### src/rtl/tdnn_pkg.sv
// ---------------------------------------------------------------------------
// tdnn_pkg
// Purpose : definitions shared between the weight/bias loader and the neurons
//           it feeds: default word width and fan-in, default neuron count,
//           the loader FSM state type and a counter-width helper.
// Ports   : none (package).
// ---------------------------------------------------------------------------
package tdnn_pkg;

  localparam int WEIGHT_SIZE_DEF = 16;
  localparam int NUM_INPUTS_DEF  = 3;
  localparam int NUM_NEURONS_DEF = 4;

  typedef enum logic [1:0] {
    ST_IDLE    = 2'd0,
    ST_COLLECT = 2'd1,
    ST_COMMIT  = 2'd2,
    ST_FINISH  = 2'd3
  } loader_state_t;

  // Width of a counter that must hold the values 0 .. count-1.
  // Never returns 0 so a single-neuron build still has a legal vector.
  function automatic int cnt_width(input int count);
    return (count > 1) ? $clog2(count) : 1;
  endfunction

endpackage

### src/rtl/neuron_wb_loader_if.sv
// ---------------------------------------------------------------------------
// neuron_wb_loader_if
// Purpose : bundles the coefficient stream handshake and the weight/bias
//           broadcast bus of the neuron weight/bias loader.
// Signals : START, DATA_IN, DATA_VALID   - driven by the coefficient source
//           DATA_READY                   - loader accepts a word this cycle
//           WEIGHTS_OUT, BIAS_OUT        - shared shadow registers to neurons
//           WB_EN                        - one-hot per-neuron write enable
//           BUSY, DONE                   - sequence status / completion pulse
// Modports: master = coefficient source / neuron side, slave = the loader.
// ---------------------------------------------------------------------------
interface neuron_wb_loader_if
  import tdnn_pkg::*;
#(
  parameter int WEIGHT_SIZE = WEIGHT_SIZE_DEF,
  parameter int NUM_INPUTS  = NUM_INPUTS_DEF,
  parameter int NUM_NEURONS = NUM_NEURONS_DEF
) ();

  logic                                        START;
  logic signed [WEIGHT_SIZE-1:0]               DATA_IN;
  logic                                        DATA_VALID;
  logic                                        DATA_READY;
  logic signed [NUM_INPUTS-1:0][WEIGHT_SIZE-1:0] WEIGHTS_OUT;
  logic signed [WEIGHT_SIZE-1:0]               BIAS_OUT;
  logic [NUM_NEURONS-1:0]                      WB_EN;
  logic                                        BUSY;
  logic                                        DONE;

  modport master (
    output START, DATA_IN, DATA_VALID,
    input  DATA_READY, WEIGHTS_OUT, BIAS_OUT, WB_EN, BUSY, DONE
  );

  modport slave (
    input  START, DATA_IN, DATA_VALID,
    output DATA_READY, WEIGHTS_OUT, BIAS_OUT, WB_EN, BUSY, DONE
  );

endinterface

### src/rtl/neuron_wb_loader.sv
// ---------------------------------------------------------------------------
// neuron_wb_loader
// Purpose : streams NUM_INPUTS weights plus one bias per neuron from a
//           valid/ready word source into shared shadow registers and pulses
//           a one-hot write enable so neuron n latches its coefficients.
//           Neurons are loaded 0 .. NUM_NEURONS-1; DONE pulses at the end.
// Ports   : CLOCK_N - clock, all state changes on its falling edge
//           RESET   - synchronous active-high reset
//           bus     - neuron_wb_loader_if slave modport (handshake + buses)
// ---------------------------------------------------------------------------
module neuron_wb_loader
  import tdnn_pkg::*;
#(
  parameter int WEIGHT_SIZE = WEIGHT_SIZE_DEF,
  parameter int NUM_INPUTS  = NUM_INPUTS_DEF,
  parameter int NUM_NEURONS = NUM_NEURONS_DEF
) (
  input logic               CLOCK_N,
  input logic               RESET,
  neuron_wb_loader_if.slave bus
);

  localparam int WORD_W = cnt_width(NUM_INPUTS + 1);
  localparam int NRN_W  = cnt_width(NUM_NEURONS);
  localparam logic [WORD_W-1:0] BIAS_SLOT = WORD_W'(NUM_INPUTS);
  localparam logic [NRN_W-1:0]  LAST_NRN  = NRN_W'(NUM_NEURONS - 1);

  loader_state_t                 state_reg;
  loader_state_t                 state_next;
  logic [WORD_W-1:0]             word_cnt_reg;
  logic [NRN_W-1:0]              neuron_cnt_reg;
  logic                          done_reg;
  logic signed [WEIGHT_SIZE-1:0] weight_reg [NUM_INPUTS];
  logic signed [WEIGHT_SIZE-1:0] bias_reg;

  logic accept;
  logic start_ok;
  logic last_word;
  logic last_neuron;

  assign accept      = (state_reg == ST_COLLECT) && bus.DATA_VALID;
  assign last_word   = (word_cnt_reg == BIAS_SLOT);
  assign last_neuron = (neuron_cnt_reg == LAST_NRN);
  // The completion pulse is still part of the sequence, so a START landing
  // on that cycle is not taken as a new request.
  assign start_ok    = (state_reg == ST_IDLE) && !done_reg && bus.START;

  always_comb begin
    state_next = state_reg;
    case (state_reg)
      ST_IDLE:    if (start_ok) state_next = ST_COLLECT;
      ST_COLLECT: if (accept && last_word) state_next = ST_COMMIT;
      ST_COMMIT:  state_next = last_neuron ? ST_FINISH : ST_COLLECT;
      ST_FINISH:  state_next = ST_IDLE;
      default:    state_next = ST_IDLE;
    endcase
  end

  always_ff @(negedge CLOCK_N) begin
    if (RESET) begin
      state_reg      <= ST_IDLE;
      word_cnt_reg   <= '0;
      neuron_cnt_reg <= '0;
      done_reg       <= 1'b0;
      bias_reg       <= '0;
      for (int i = 0; i < NUM_INPUTS; i++) weight_reg[i] <= '0;
    end else begin
      state_reg <= state_next;
      // DONE is registered off FINISH, so it appears on the edge that
      // leaves FINISH and lasts exactly one cycle.
      done_reg  <= (state_reg == ST_FINISH);

      if (start_ok) begin
        word_cnt_reg   <= '0;
        neuron_cnt_reg <= '0;
      end else if (accept && !last_word) begin
        word_cnt_reg <= word_cnt_reg + 1'b1;
      end else if ((state_reg == ST_COMMIT) && !last_neuron) begin
        neuron_cnt_reg <= neuron_cnt_reg + 1'b1;
        word_cnt_reg   <= '0;
      end

      // Shadow registers only change on an accepted word, so they hold
      // steady through COMMIT while the addressed neuron latches them.
      for (int i = 0; i < NUM_INPUTS; i++) begin
        if (accept && (word_cnt_reg == WORD_W'(i))) weight_reg[i] <= bus.DATA_IN;
      end
      if (accept && last_word) bias_reg <= bus.DATA_IN;
    end
  end

  for (genvar gi = 0; gi < NUM_INPUTS; gi++) begin : g_weights
    assign bus.WEIGHTS_OUT[gi] = weight_reg[gi];
  end

  for (genvar gi = 0; gi < NUM_NEURONS; gi++) begin : g_wb_en
    assign bus.WB_EN[gi] = (state_reg == ST_COMMIT) && (neuron_cnt_reg == NRN_W'(gi));
  end

  assign bus.BIAS_OUT   = bias_reg;
  assign bus.DATA_READY = (state_reg == ST_COLLECT);
  assign bus.BUSY       = (state_reg != ST_IDLE) || done_reg;
  assign bus.DONE       = done_reg;

endmodule

### src/flat_wrapper.sv
// flat-port wrapper written by rule: the top's interface ports become plain ports
module neuron_wb_loader_flat import tdnn_pkg::*;
#(
  parameter int WEIGHT_SIZE = WEIGHT_SIZE_DEF,
  parameter int NUM_INPUTS  = NUM_INPUTS_DEF,
  parameter int NUM_NEURONS = NUM_NEURONS_DEF
)
  (CLOCK_N, RESET, bus_START, bus_DATA_IN, bus_DATA_VALID, bus_DATA_READY, bus_WEIGHTS_OUT, bus_BIAS_OUT, bus_WB_EN, bus_BUSY, bus_DONE);
  neuron_wb_loader_if #(.WEIGHT_SIZE(WEIGHT_SIZE), .NUM_INPUTS(NUM_INPUTS), .NUM_NEURONS(NUM_NEURONS)) bus_i ();
  input logic CLOCK_N;
  input logic RESET;
  input wire logic [$bits(bus_i.START)-1:0] bus_START;
  input wire logic [$bits(bus_i.DATA_IN)-1:0] bus_DATA_IN;
  input wire logic [$bits(bus_i.DATA_VALID)-1:0] bus_DATA_VALID;
  output wire logic [$bits(bus_i.DATA_READY)-1:0] bus_DATA_READY;
  output wire logic [$bits(bus_i.WEIGHTS_OUT)-1:0] bus_WEIGHTS_OUT;
  output wire logic [$bits(bus_i.BIAS_OUT)-1:0] bus_BIAS_OUT;
  output wire logic [$bits(bus_i.WB_EN)-1:0] bus_WB_EN;
  output wire logic [$bits(bus_i.BUSY)-1:0] bus_BUSY;
  output wire logic [$bits(bus_i.DONE)-1:0] bus_DONE;
  assign bus_i.START = bus_START;
  assign bus_i.DATA_IN = bus_DATA_IN;
  assign bus_i.DATA_VALID = bus_DATA_VALID;
  assign bus_DATA_READY = bus_i.DATA_READY;
  assign bus_WEIGHTS_OUT = bus_i.WEIGHTS_OUT;
  assign bus_BIAS_OUT = bus_i.BIAS_OUT;
  assign bus_WB_EN = bus_i.WB_EN;
  assign bus_BUSY = bus_i.BUSY;
  assign bus_DONE = bus_i.DONE;
  neuron_wb_loader #(.WEIGHT_SIZE(WEIGHT_SIZE), .NUM_INPUTS(NUM_INPUTS), .NUM_NEURONS(NUM_NEURONS)) u_core (.CLOCK_N(CLOCK_N), .RESET(RESET), .bus(bus_i));
endmodule
### config.mk
export PLATFORM = sky130hd
export DESIGN_NAME = neuron_wb_loader_flat
export DESIGN_NICKNAME = d
export VERILOG_FILES = /design/src/rtl/tdnn_pkg.sv /design/src/rtl/neuron_wb_loader_if.sv /design/src/rtl/neuron_wb_loader.sv /design/src/flat_wrapper.sv
export SDC_FILE = /design/constraint.sdc
export NUM_CORES = 1
export LEC_CHECK = 0
export CAP_MARGIN = 25
export CORE_AREA = 2 2 100 73
export CTS_CLUSTER_DIAMETER = 60
export DETAILED_ROUTE_END_ITERATION = 8
export DIE_AREA = 0 0 102 75
export PLACE_DENSITY = 0.79
export SYNTH_ARGS = -nofsm -noshare
export SYNTH_HDL_FRONTEND = slang
export SYNTH_SLANG_ARGS = --single-unit
### constraint.sdc
create_clock -name CLOCK_N -period 3.05 [get_ports CLOCK_N]
set_input_delay 0.61 -clock CLOCK_N [delete_from_list [all_inputs] [get_ports CLOCK_N]]
set_output_delay 0.61 -clock CLOCK_N [all_outputs]
set_load 0.1 [all_outputs]
==> impl_results.md <==
* Number of max-slew violations in the final report at 0
* CTS Sinks at 71
* Startpoint types: flip-flop
* Unrepaired setup endpoints after global routing: true
* Total nets after synthesis at 220
* Mean instance size in the synthesized netlist at 13.7 um^2
* First-iteration detailed-routing DRC count at 186
* Top fanout value on the critical path at 2
* Arrival @ worst endpoint at 2.82 ns
* Reg-to-reg endpoint: u_core.weight_reg[0][45]$_DFFE_NP_
* Total power divided by cell area at 560 nW/um^2
* Worst hold start: u_core.bus.BIAS_OUT[6]$_SDFFE_NP0P_
* Largest cells by area after synthesis: sky130_fd_sc_hd__edfxtp_1 (55%), sky130_fd_sc_hd__dfxtp_1 (18%), sky130_fd_sc_hd__and2_1 (5.0%), sky130_fd_sc_hd__nand2_1 (5.0%), sky130_fd_sc_hd__ha_1 (3.8%)
* Worst path cell trace: or3_4 -> buf_12
* Setup slack at placement at -0.746 ns
* Warning count from the yosys run at 0
* Unique masters post-synth at 28
* Type of the setup path with the least slack: reg2out
* Total GRT Usage at 20.4%
* Cell class contributing the biggest share of worst-path delay: simple AND/OR/NAND/NOR gates
* Die height at 75 um
* Master of the slowest instance on the critical path: sky130_fd_sc_hd__or3_4
* Failing checks: negative setup slack
* Largest net degree at the start of global routing at 18
* Routed wire length at 7700 um
* Synthesis-to-layout area growth at 94.2%
* H-tree depth at 3
* First-pass GRT wire length at 11200 um
* Vias per cell at 4.68
* Most frequent standard cell in the layout excluding fill and tap cells: sky130_fd_sc_hd__inv_1
* Sum of buffers and inverters on the critical path at 1
* Post-Route M1 WL at 3090 um
* Reg2reg path depth at 6
* CTS tree: built
* Worst Clk Skew at 0.0279 ns
* Number of antenna violations at the first check in global routing at 0
* Register share of total power at 38.5%
* Switching power at 1.02 mW
* Number of fill cells at 377
* Final worst-path setup slack at -0.383 ns
* Overflow after GRT at 0
* Internal at 1.83 mW
* Die outline width at 102 um
* Worst VDD drop at 283 uV
* Number of nets in the finished design at 408
* Router iterations before antenna repair at 5
* Part of the total power dissipated in the clock network at 44.0%
* DRC errors left at 0
* Terminating pin of the worst hold path: u_core.bus.BIAS_OUT[6]$_SDFFE_NP0P_
* Layout cell share with drive strength beyond 1 at 39.7%
* Diode insertion count for antenna repair at 0
* Cell at the root of the clock tree: sky130_fd_sc_hd__clkbuf_8
* Synth top area share at 54.9%
* Die Footprint at 7650 um^2
* Placer congestion estimate at 0.881
* Combinational fraction of design power at 17.5%
* Net switching fraction of the power at 35.8%
* Top-level port count at 91
* Critical Path End Type: output port
* Final setup violation count at 61
* Source-to-sink clock delay at the later pin of the worst-skew pair at 0.41 ns
* Via count at 2244
* Met2 routed wirelength at 3760 um
* Hpwl dp at 4960 um
* Relative max-transition margin at 70.5%
* Initial core utilization at 39.6%
* Core box area at 6630 um^2
* Total CTS buffers at 9
* Number of hold violations in the final report at 0
* Number of global-route vias before repair at 2334
* Buffer levels on the longest clock path at 2
* Register-to-register setup slack at 1.27 ns
* Leakage Power at 2.28 nW
* Highest-count cells in the layout ignoring fill and taps: sky130_fd_sc_hd__inv_1 (74), sky130_fd_sc_hd__buf_12 (71), sky130_fd_sc_hd__edfxtp_1 (48)
* Number of buffers inserted by hold repair at cts at 0
* Flip-flop count of the largest register after layout at 48
* Status: finished with violations
* Worst-Margin Slew at 0.442 ns
* Worst path max stage delay at 0.40 ns
* Cell depth of the worst hold path at 2
* Highest routing layer actually used: met4
* Top cell type by total area after synthesis: sky130_fd_sc_hd__edfxtp_1
* Number of port buffers at 90
* Number of maximum-capacitance violations at 0
* Clock transition time at the flip-flop clock pins of the worst setup and hold paths at 0.03 ns
* Number of nets with antenna violations after routing at 0
* FF+latch count, synth at 71
* Fraction of the yosys area taken by sequential cells at 72.4%
* Type of the tightest min-delay check: reg2reg
* Number of core rows at 25
* Launching point of the worst reg2reg path: u_core.word_cnt_reg[0]$_SDFFE_NP0P_
* Netlist area before placement at 2630 um^2
* Routed wl met3 at 716 um
* Required time worst endpoint at 2.44 ns
* Number of instances in the synthesized netlist at 192
* Overall power consumption at 2.86 mW
* Routed length per placed instance at 16.1 um
cell families after synthesis:
logic type                 Yosys count  share of synthesized area (%)
adders and majority gates            8                           3.81
muxes                                1                          0.381
buffers and inverters               13                           2.43
DFF                                 71                           72.4
xor gates and xnor gates             1                          0.333
AOI/OAI and AO/OA                   25                           5.57
and+or+nand+nor                     73                           15.1
tightest hold or removal path: cells and delay by family, from the launching register on:
kind	cells	cell delay (ns)
flops	1	0.32
simple gates	1	0.05
compound gates	1	0.05
per-layer routing:
| layer | GRT usage [%] | vias to the layer above |
|---|---|---|
| met5 | 0 | - |
| met4 | 8.00 | 0 |
| met3 | 10.3 | 15 |
| met1 | 23.6 | 1060 |
| li1 | - | 1041 |
| met2 | 32.9 | 128 |
timing repair:
action / 4_1_cts / 5_1_grt
setup endpoints to repair: 169 / 74
gates resized for setup: 18 / 9
pin swaps: 7 / 3
cloned: 1 / 0
setup buffers: 8 / 3
final cells by class:
| type | instances | area (um^2) | share of cell area [%] |
|---|---|---|---|
| sequential | 71 | 1950 | 38.1 |
| timing repair buffer | 114 | 1810 | 35.4 |
| multi-input combinational | 108 | 713 | 14.0 |
| clock inverter | 78 | 370 | 7.26 |
| clock buffer | 9 | 124 | 2.43 |
| tap | 94 | 118 | 2.31 |
| inverter | 5 | 23.8 | 0.466 |
synthesized netlist by cell type:
master,n
sky130_fd_sc_hd__xnor2_1,1
sky130_fd_sc_hd__nor2b_1,3
sky130_fd_sc_hd__mux2i_1,1
sky130_fd_sc_hd__o21bai_2,1
sky130_fd_sc_hd__nor3_1,2
sky130_fd_sc_hd__a21o_1,3
sky130_fd_sc_hd__and4bb_1,1
sky130_fd_sc_hd__ha_1,8
sky130_fd_sc_hd__edfxtp_1,48
sky130_fd_sc_hd__a21oi_1,19
sky130_fd_sc_hd__o21ba_1,1
sky130_fd_sc_hd__nand4b_1,1
sky130_fd_sc_hd__or3_4,1
sky130_fd_sc_hd__and4b_1,1
sky130_fd_sc_hd__buf_2,3
sky130_fd_sc_hd__or3_1,1
sky130_fd_sc_hd__and2_1,21
sky130_fd_sc_hd__buf_6,1
sky130_fd_sc_hd__nor3b_4,1
sky130_fd_sc_hd__o21bai_1,1
sky130_fd_sc_hd__nor2_1,4
sky130_fd_sc_hd__nand2_1,35
sky130_fd_sc_hd__buf_4,1
sky130_fd_sc_hd__nor3b_2,1
sky130_fd_sc_hd__inv_1,6
sky130_fd_sc_hd__and3b_2,1
sky130_fd_sc_hd__dfxtp_1,23
sky130_fd_sc_hd__clkbuf_1,2
power by group through the flow:
| stage | logic (mW) | clock network, mW | registers (mW) |
|---|---|---|---|
| finish | 0.500 | 1.26 | 1.10 |
| global route | 0.511 | 1.39 | 1.10 |
| detailed placement | 0.496 | 0.141 | 1.12 |
| CTS | 0.501 | 1.27 | 1.10 |
| global placement | 0.492 | 0.141 | 1.12 |
| floorplan | 0.0575 | 0.141 | 1.34 |
worst max path at each step:
stage / from / end / slack [ns] / depth (start not counted)
4_1_cts: u_core.bus.DONE$_SDFF_NP0_ / bus_BUSY / -0.40 / 2
6_report: u_core.bus.DONE$_SDFF_NP0_ / bus_BUSY / -0.38 / 2
3_3_place_gp: bus_DATA_VALID / u_core.weight_reg[0][12]$_DFFE_NP_ / -0.69 / 4
5_1_grt: u_core.neuron_cnt_reg[0]$_SDFFE_NP0P_ / bus_WB_EN[2] / -0.42 / 4
2_1_floorplan: u_core.state_reg[0]$_SDFFE_NP0P_ / bus_DATA_READY / -0.07 / 2
3_5_place_dp: bus_DATA_VALID / u_core.weight_reg[0][41]$_DFFE_NP_ / -0.75 / 4
stage by stage:
stage	utilization (%)	area, um^2	TNS, ns	hold slack (ns)	std cells
final	76.9	5100	-6.46	0.469	479
after global routing	76.9	5100	-8.87	0.484	479
after CTS	76.1	5050	-7.41	0.469	476
after detailed placement	67.4	4470	-69.68	0.464	382
after global placement	67.4	4470	-65.89	0.462	382
after floorplan	-	2680	-0.123	0.474	192
(Power assumes the default switching activity.)
